## src/rtl/uart_pkg.sv

```systemverilog
// rtl/uart_pkg.sv - shared UART constants, rx state encoding and tick-width helper
package uart_pkg;

    localparam logic [1:0] PAR_NONE = 2'b00;
    localparam logic [1:0] PAR_EVEN = 2'b01;
    localparam logic [1:0] PAR_ODD  = 2'b10;

    localparam logic [2:0] IDLE   = 3'd0;
    localparam logic [2:0] START  = 3'd1;
    localparam logic [2:0] DATA   = 3'd2;
    localparam logic [2:0] PARITY = 3'd3;
    localparam logic [2:0] STOP   = 3'd4;

    typedef enum logic [2:0] {
        ST_IDLE   = IDLE,
        ST_START  = START,
        ST_DATA   = DATA,
        ST_PARITY = PARITY,
        ST_STOP   = STOP
    } rx_state_t;

    // Tick counter must cover both the per-bit count and the stop-phase count.
    function automatic int tick_width(input int ovs, input int sb);
        int m;
        m = (ovs > sb) ? ovs : sb;
        return $clog2(m);
    endfunction

endpackage

```

## src/rtl/uart_rx_cfg_if.sv

```systemverilog
// rtl/uart_rx_cfg_if.sv - receiver result bundle towards the RX FIFO
interface uart_rx_cfg_if #(
    parameter int DBIT = 8
);
    logic            rx_done_tick;
    logic [DBIT-1:0] rx_dout;
    logic            parity_err;
    logic            frame_err;
    logic            break_det;

    modport master (
        output rx_done_tick, rx_dout, parity_err, frame_err, break_det
    );

    modport slave (
        input rx_done_tick, rx_dout, parity_err, frame_err, break_det
    );
endinterface

```

## src/rtl/uart_sync2.sv

```systemverilog
// rtl/uart_sync2.sv - two-flop synchroniser with configurable reset value
module uart_sync2 #(
    parameter logic RST_VAL = 1'b1
) (
    input  logic clk,
    input  logic rst_n,
    input  logic i_d,
    output logic o_q
);
    logic r_meta;
    logic r_q;

    always_ff @(posedge clk or negedge rst_n) begin
        if (!rst_n) begin
            r_meta <= RST_VAL;
            r_q    <= RST_VAL;
        end else begin
            r_meta <= i_d;
            r_q    <= r_meta;
        end
    end

    assign o_q = r_q;
endmodule

```

## src/rtl/uart_rx_cfg.sv

```systemverilog
// rtl/uart_rx_cfg.sv - runtime-configurable oversampling UART receiver
module uart_rx_cfg
    import uart_pkg::*;
#(
    parameter int DBIT    = 8,
    parameter int OVS     = 16,
    parameter int SB_TICK = 16
) (
    input  logic         clk,
    input  logic         rst_n,
    input  logic         rx,
    input  logic         s_tick,
    input  logic [1:0]   parity_mode,
    uart_rx_cfg_if.master rx_out
);
    localparam int SW = tick_width(OVS, SB_TICK);
    localparam int NW = $clog2(DBIT + 1);
    localparam logic [SW-1:0] S_HALF = SW'(OVS / 2 - 1);
    localparam logic [SW-1:0] S_BIT  = SW'(OVS - 1);
    localparam logic [SW-1:0] S_STOP = SW'(SB_TICK - 1);
    localparam logic [NW-1:0] N_LAST = NW'(DBIT - 1);

    logic w_rx_s;

    rx_state_t       r_state, w_state;
    logic [SW-1:0]   r_s, w_s;
    logic [NW-1:0]   r_n, w_n;
    logic [DBIT-1:0] r_shift, w_shift;
    logic            r_par, w_par;
    logic [1:0]      r_mode, w_mode;
    logic            r_pbit, w_pbit;
    logic            r_perr_pend, w_perr_pend;
    logic            r_ferr_pend, w_ferr_pend;
    logic            r_done, w_done;
    logic [DBIT-1:0] r_dout, w_dout;
    logic            r_perr, w_perr;
    logic            r_ferr, w_ferr;
    logic            r_brk, w_brk;
    logic            w_par_en;

    uart_sync2 #(.RST_VAL(1'b1)) u_sync (
        .clk   (clk),
        .rst_n (rst_n),
        .i_d   (rx),
        .o_q   (w_rx_s)
    );

    assign w_par_en = (r_mode == PAR_EVEN) || (r_mode == PAR_ODD);

    always_ff @(posedge clk or negedge rst_n) begin
        if (!rst_n) begin
            r_state     <= ST_IDLE;
            r_s         <= '0;
            r_n         <= '0;
            r_shift     <= '0;
            r_par       <= 1'b0;
            r_mode      <= PAR_NONE;
            r_pbit      <= 1'b0;
            r_perr_pend <= 1'b0;
            r_ferr_pend <= 1'b0;
            r_done      <= 1'b0;
            r_dout      <= '0;
            r_perr      <= 1'b0;
            r_ferr      <= 1'b0;
            r_brk       <= 1'b0;
        end else begin
            r_state     <= w_state;
            r_s         <= w_s;
            r_n         <= w_n;
            r_shift     <= w_shift;
            r_par       <= w_par;
            r_mode      <= w_mode;
            r_pbit      <= w_pbit;
            r_perr_pend <= w_perr_pend;
            r_ferr_pend <= w_ferr_pend;
            r_done      <= w_done;
            r_dout      <= w_dout;
            r_perr      <= w_perr;
            r_ferr      <= w_ferr;
            r_brk       <= w_brk;
        end
    end

    always_comb begin
        w_state     = r_state;
        w_s         = r_s;
        w_n         = r_n;
        w_shift     = r_shift;
        w_par       = r_par;
        w_mode      = r_mode;
        w_pbit      = r_pbit;
        w_perr_pend = r_perr_pend;
        w_ferr_pend = r_ferr_pend;
        w_done      = 1'b0;
        w_dout      = r_dout;
        w_perr      = r_perr;
        w_ferr      = r_ferr;
        w_brk       = 1'b0;

        case (r_state)
            ST_IDLE: begin
                if (!w_rx_s) begin
                    w_state     = ST_START;
                    w_s         = '0;
                    w_n         = '0;
                    w_shift     = '0;
                    w_par       = 1'b0;
                    w_mode      = parity_mode;
                    w_pbit      = 1'b0;
                    w_perr_pend = 1'b0;
                    w_ferr_pend = 1'b0;
                end
            end
            ST_START: begin
                if (s_tick) begin
                    if (r_s == S_HALF) begin
                        w_s = '0;
                        if (w_rx_s) w_state = ST_IDLE;
                        else        w_state = ST_DATA;
                    end else begin
                        w_s = r_s + 1'b1;
                    end
                end
            end
            ST_DATA: begin
                if (s_tick) begin
                    if (r_s == S_BIT) begin
                        w_s     = '0;
                        w_shift = {w_rx_s, r_shift[DBIT-1:1]};
                        w_par   = r_par ^ w_rx_s;
                        if (r_n == N_LAST) begin
                            if (w_par_en) w_state = ST_PARITY;
                            else          w_state = ST_STOP;
                        end else begin
                            w_n = r_n + 1'b1;
                        end
                    end else begin
                        w_s = r_s + 1'b1;
                    end
                end
            end
            ST_PARITY: begin
                if (s_tick) begin
                    if (r_s == S_BIT) begin
                        w_s         = '0;
                        w_pbit      = w_rx_s;
                        w_perr_pend = ((r_par ^ w_rx_s) != (r_mode == PAR_ODD));
                        w_state     = ST_STOP;
                    end else begin
                        w_s = r_s + 1'b1;
                    end
                end
            end
            ST_STOP: begin
                if (s_tick) begin
                    w_s = r_s + 1'b1;
                    // Stop sample and completion may fall on the same tick when SB_TICK == OVS.
                    if (r_s == S_BIT) w_ferr_pend = r_ferr_pend | ~w_rx_s;
                    if (r_s == S_STOP) begin
                        w_done  = 1'b1;
                        w_dout  = r_shift;
                        w_perr  = r_perr_pend;
                        w_ferr  = w_ferr_pend;
                        w_brk   = (r_shift == '0) && (!w_par_en || !r_pbit) && w_ferr_pend;
                        w_s     = '0;
                        w_state = ST_IDLE;
                    end
                end
            end
            default: begin
                w_state = ST_IDLE;
                w_s     = '0;
            end
        endcase
    end

    assign rx_out.rx_done_tick = r_done;
    assign rx_out.rx_dout      = r_dout;
    assign rx_out.parity_err   = r_perr;
    assign rx_out.frame_err    = r_ferr;
    assign rx_out.break_det    = r_brk;
endmodule

```

## src/flat_wrapper.sv

```systemverilog
// flat-port wrapper written by rule: the top's interface ports become plain ports
module uart_rx_cfg_flat import uart_pkg::*;
#(
    parameter int DBIT    = 8,
    parameter int OVS     = 16,
    parameter int SB_TICK = 16
)
  (clk, rst_n, rx, s_tick, parity_mode, rx_out_rx_done_tick, rx_out_rx_dout, rx_out_parity_err, rx_out_frame_err, rx_out_break_det);
  uart_rx_cfg_if #(.DBIT(DBIT)) rx_out_i ();
  input  logic clk;
  input  logic rst_n;
  input  logic rx;
  input  logic s_tick;
  input  logic [1:0] parity_mode;
  output wire logic [$bits(rx_out_i.rx_done_tick)-1:0] rx_out_rx_done_tick;
  output wire logic [$bits(rx_out_i.rx_dout)-1:0] rx_out_rx_dout;
  output wire logic [$bits(rx_out_i.parity_err)-1:0] rx_out_parity_err;
  output wire logic [$bits(rx_out_i.frame_err)-1:0] rx_out_frame_err;
  output wire logic [$bits(rx_out_i.break_det)-1:0] rx_out_break_det;
  assign rx_out_rx_done_tick = rx_out_i.rx_done_tick;
  assign rx_out_rx_dout = rx_out_i.rx_dout;
  assign rx_out_parity_err = rx_out_i.parity_err;
  assign rx_out_frame_err = rx_out_i.frame_err;
  assign rx_out_break_det = rx_out_i.break_det;
  uart_rx_cfg #(.DBIT(DBIT), .OVS(OVS), .SB_TICK(SB_TICK)) u_core (.clk(clk), .rst_n(rst_n), .rx(rx), .s_tick(s_tick), .parity_mode(parity_mode), .rx_out(rx_out_i));
endmodule
```

## config.mk

```make
export PLATFORM = sky130hd
export DESIGN_NAME = uart_rx_cfg_flat
export DESIGN_NICKNAME = d
export VERILOG_FILES = /design/src/rtl/uart_pkg.sv /design/src/rtl/uart_rx_cfg_if.sv /design/src/rtl/uart_sync2.sv /design/src/rtl/uart_rx_cfg.sv /design/src/flat_wrapper.sv
export SDC_FILE = /design/constraint.sdc
export NUM_CORES = 1
export LEC_CHECK = 0
export CAP_MARGIN = 20
export CORE_ASPECT_RATIO = 0.7
export CORE_MARGIN = 4
export CORE_UTILIZATION = 54
export DETAILED_ROUTE_END_ITERATION = 7
export PLACE_DENSITY = 0.85
export SYNTH_ARGS = -nofsm -noshare
export SYNTH_HDL_FRONTEND = slang
export SYNTH_SLANG_ARGS = --single-unit
```

## constraint.sdc

```tcl
create_clock -name clk -period 1.9 [get_ports clk]
set_input_delay 0.38 -clock clk [delete_from_list [all_inputs] [get_ports clk]]
set_output_delay 0.38 -clock clk [all_outputs]
set_load 0.005 [all_outputs]
```

* After elaboration in Yosys (flattened, before gate mapping)
Cells that the tools add are included.
Word-level totals: bits of input ports 6, bits in registers 39, logic and storage cells 111, output and inout port bits 12
Cells by class: reduce and logical (&&, ||, !) cells 20, add/subtract/negate cells 2, mux-type cells 48, bitwise gates (word level) 3, equal/unequal tests 22
Operators with widths (number):
- two-way mux 3 bit | 11
- two-way mux 4 bit | 8
- two-way mux 8 bit | 3
- two-way mux 1 bit | 17
- one-hot mux 8 bit (2 select lines) | 1
- one-hot mux 3 bit (5 select lines) | 1
- inequality test 2 x 1 -> 1 bit (second input constant) | 6
- inequality test 2 bit (second input constant) | 6
- one-hot mux 4 bit (3 select lines) | 1
- AND reduction 10 bit | 1
- AND reduction 3 bit | 3
- adder 4 x 1 -> 4 bit (second input constant) | 2
- equality test 4 x 3 -> 1 bit (second input constant) | 2
- zero test 8 bit | 1
- one-hot mux 1 bit (2 select lines) | 4
- one-hot mux 4 bit (2 select lines) | 1
- AND reduction 4 bit | 2
- equality test 3 x 2 -> 1 bit (second input constant) | 2
- nonzero test 2 bit | 3
- AND reduction 5 bit | 1
- equality test 4 bit (second input constant) | 1
- equality test 3 x 1 -> 1 bit (second input constant) | 1
- equality test 3 bit (second input constant) | 1
- zero test 3 bit | 1
- other kinds (12) | 15

* Logic depth before layout (Yosys ltp)
depth after elaboration 9, depth in mapped cells 8, depth with buffers taken out 6

* Modules after synthesis
A second synthesis with hierarchy kept.
Unflattened totals: cells, all modules 181, area total of the unflattened synthesis 1869.3 µm²
Modules (own cells, without submodules):
- uart_rx_cfg | instances 1, seq. area each 925.9 µm², cells each 179, area each 1816.7 µm²
- uart_sync2 | instances 1, seq. area each 52.6 µm², cells each 2, area each 52.6 µm²

* Worst setup path before layout
Ideal clock, no wire load.
path type register to register, start point register u_core.u_sync.r_q (netlist: u_core.u_sync.o_q), end point register u_core.r_state[2], cell stages (with the launch flop) 7, data required time 1.773 ns, clock period less this slack 1.731 ns, library setup time 0.127 ns, arrival time 1.603 ns, path buffers 1, path slack 0.169 ns, cell sequence dfstp_2 clkbuf_1 nor3_2 o31ai_4 a21oi_2 nand2_2 mux2_1
Between the ends: cells in the longest elaborated chain, start to end 2
Ends and longest elaborated chain:
- from (decl) | line uart_sync2.sv:11 | logic r_q;
- from (signal assigned) | line uart_sync2.sv:19 | r_q <= r_meta;
- inequality test 2 bit (no line)
- AND reduction 10 bit (no line)
- to (signal assigned) | line uart_rx_cfg.sv:67 | r_state <= w_state;
- to (decl) | line uart_rx_cfg.sv:25 | rx_state_t r_state, w_state;
No other way between the ends. A chain may end at the register's enable or synchronous reset.

* Worst setup path in the final report
start point register u_core.r_s[0], end point register u_core.r_shift[2]
Between the ends: cells in the longest elaborated chain, start to end 3
Ends and longest elaborated chain:
- from (decl) | line uart_rx_cfg.sv:26 | logic [SW-1:0] r_s, w_s;
- from (signal assigned) | line uart_rx_cfg.sv:68 | r_s <= w_s;
- equality test 4 bit | line uart_rx_cfg.sv:127 | if (r_s == S_BIT) begin
- inequality test 2 x 1 -> 1 bit (no line)
- AND reduction 4 bit (no line)
- to (signal assigned) | line uart_rx_cfg.sv:70 | r_shift <= w_shift;
- to (decl) | line uart_rx_cfg.sv:28 | logic [DBIT-1:0] r_shift, w_shift;
No other way between the ends.

==> reports/results.ini <==
[run_status]
status = completed

[timing]
finalClockSkew_ns = 0.00850
final-setup-viol-count = 0
tightest_slew_ns = 0.484
slew_viol_final = 0
post-route-period-util_pct = 94.4
holdWs_ns = 0.132
max_freq_mhz = 557
slew_headroom_pct = 67.7
finalWorstSetupSlack_ns = 0.106
fin_crit_ns = 1.79
hold_viol = 0

[power_and_ir_drop]
power_frac_clock_pct = 27.5
ir_drop_mv = 0.683
leakagePower_nw = 1.03
p_switching_mw = 1.02
p_seq_share_pct = 37.1
p_per_area_mw_per_mm2 = 1300
combPwrFrac_pct = 35.4
swShare_pct = 34.8
internal_power_mw = 1.92

[cts]
htreeDepth = 2
cts.sinks = 39
cts_tree = yes
clock_latency_ns = 0.29
cts-root-buf = clkbuf_8
path_clk_slew_ns = 0.08
cts_buffers = 5
clk_path_buf_depth = 2

[grt]
track_usage_pct = 20.2
grt_pass1_wl_um = 6930
antenna_found_initial = 0
grt_max_degree = 40
grt_remaining_overflow = 0
grt_pass1_vias = 1413

[worst_setup_path]
worst_ep_required_time_ns = 2.12
cp_data_arrival_time_ns = 2.01
worstPathMaxFanout = 14
crit_path_end_kind = register
crit_type = register to register
worst_setup_path_start_kind = register

[die]
initial_core_util_pct = 57.6
die_y_um = 57.1
die_area_mm2 = 0.00447
io_pins = 18
die_x_um = 78.2
num_rows = 17
core_area_mm2 = 0.00323

[detailed_routing]
drt-vias-per-instance = 5.53
drtIter0Drc = 176
vias = 1450
postRouteAntennaNets = 0
wirelength_um = 4070
first_pass_iters = 5
post_drt_wl_per_cell_um = 15.5
drc_errors = 0

[synthesis]
ys_ff_latch = 39
synth_edf_count = 0
async_flop_share_pct = 100
synth-seq-area-share_pct = 52.5
syn_nets = 197
synth_cells = 188
ys_warn_count = 0
synth.distinct_cells = 47
synth-main-ff-cell = dfrtp_1
syn_area_mm2 = 0.00186
syn_area_per_cell_um2 = 9.91

[final_layout]
syn2layout_area_growth_pct = 21.6
num-fill-cells = 240
multi_input_area_um2 = 825
final_cell_count_no_fill = 262
final_nets = 223
layout.cells.most_common = nand2_1
regArea_um2 = 980
final_cell_area_mm2 = 0.00227
drive_above_1_share_pct = 16.7
most-common-layout-cells = nand2_1, dfrtp_1, clkdlybuf4s50_1, o21ai_0, nor2_1
antennaDiodeCount = 0

[placed_design]
place_area_mm2 = 0.00212
dp_slack_ns = -0.165
gp_congestion = 0.918
post-place-cells = 254
place_hpwl_um = 2830
io_buffers = 17

[min_path]
worstHoldPathType = primary input to asynchronous set/reset pin

[run]
cap_violations = 0

## cells by family (layout without fill, tap and decap cells)
group | after synthesis | count (layout) | share of synthesized area [%]
buffers and inverters | 14 | 41 | 3.49
and+or+nand+nor | 80 | 80 | 21.1
adders and majority gates | 3 | 3 | 2.01
muxes | 7 | 7 | 4.16
AOI/OAI and AO/OA | 39 | 39 | 13.9
DFF | 39 | 39 | 52.5
xor gates and xnor gates | 6 | 6 | 2.82
## synthesized netlist by cell type (all sizes together), types with 2 or more instances
master	number	area [µm²]
nor3	3	20.0
clkbuf	2	7.51
ha	3	37.5
o21ai	24	128
dfstp	2	52.6
nor2	11	43.8
or4b	2	23.8
nor4	2	12.5
xnor2	5	43.8
nand2	46	175
o21a	2	15.0
nand3	2	10.0
inv	6	22.5
mux2	6	67.6
buf	6	35.0
o31ai	3	41.3
dfrtp	37	926
or2	2	12.5
and3	3	23.8
nand4	3	18.8
a21oi	5	28.8
## final cells by class
type / count / area share (%)
Inverter: 6 / 0.994
Tap cell: 47 / 2.60
Clock buffer: 5 / 3.04
Multi-Input combinational cell: 135 / 36.4
Clock inverter: 3 / 2.98
Timing Repair Buffer: 27 / 10.8
Sequential cell: 39 / 43.2
## metal layers
| layer | GRT usage [%] | vias to the layer above | routed length (µm) | share of wire (%) |
|---|---|---|---|---|
| li1 | - | 693 | - | - |
| met1 | 28.4 | 705 | 1910 | 47 |
| met2 | 30.9 | 43 | 1880 | 46 |
| met3 | 4.57 | 9 | 209 | 5.1 |
| met4 | 7.48 | 0 | 65 | 1.6 |
| met5 | 0 | - | 0 | 0 |
## stage by stage
| stage | power (mW) | utilization (%) | TNS (ns) |
|---|---|---|---|
| floorplan | 1.80 | - | 0 |
| global placement | 2.02 | 65.6 | -0.261 |
| detailed placement | 2.10 | 65.6 | -0.659 |
| CTS | 2.92 | 69.8 | 0 |
| global route | 3.12 | 70.1 | -0.00300 |
| finish | 2.94 | 70.1 | 0 |
## repair_timing
| action | in CTS | in global routing |
|---|---|---|
| setup buffers | 0 | 0 |
| resized for setup | 0 | 3 |
| endpoints found under the setup margin | 0 | 3 |
| hold buffers | 0 | 0 |
## power groups by stage
| stage | Sequential, mW | Combinational (mW) | Clock [mW] |
|---|---|---|---|
| after detailed placement | 1.09 | 1.00 | 0 |
| final | 1.09 | 1.04 | 0.809 |
| after global placement | 1.08 | 0.940 | 0 |
| after CTS | 1.08 | 1.01 | 0.824 |
| after floorplan | 1.04 | 0.761 | 0 |
| after global routing | 1.11 | 1.15 | 0.858 |
## worst max-delay path, stage by stage (launching register included)
cell and delay (ns):
dfrtp_1 0.42, ha_1 0.26, and3_1 0.27, and3_4 0.24
o21ai_2 0.17, buf_6 0.18, nand2_1 0.07, o21ai_1 0.10
## worst paths after layout
path / from / to / slack, ns / depth (start not counted)
worst min register to register: u_core.u_sync.r_meta$_DFF_PN1_ / u_core.u_sync.o_q$_DFF_PN1_ / 0.36 / 0
max in group asynchronous: rst_n / u_core.r_state[0]$_DFFE_PN0P_ / 1.41 / 2
worst min-delay path: rst_n / u_core.r_shift[7]$_DFFE_PN0P_ / 0.13 / 2
worst max-delay path: u_core.r_s[0]$_DFFE_PN0P_ / u_core.r_shift[2]$_DFFE_PN0P_ / 0.11 / 7
worst max register to register: u_core.r_s[0]$_DFFE_PN0P_ / u_core.r_shift[2]$_DFFE_PN0P_ / 0.11 / 7
min in group clk: u_core.u_sync.r_meta$_DFF_PN1_ / u_core.u_sync.o_q$_DFF_PN1_ / 0.36 / 0
## sequential cells by signal (all words and copies together), names as in the netlist, 2 cells and up
register	flops
u_core.r_s	4
u_core.rx_out.rx_dout	8
u_core.r_n	4
u_core.r_state	3
u_core.r_shift	8
u_core.r_mode	2
Power figures use the tool's default switching activity.
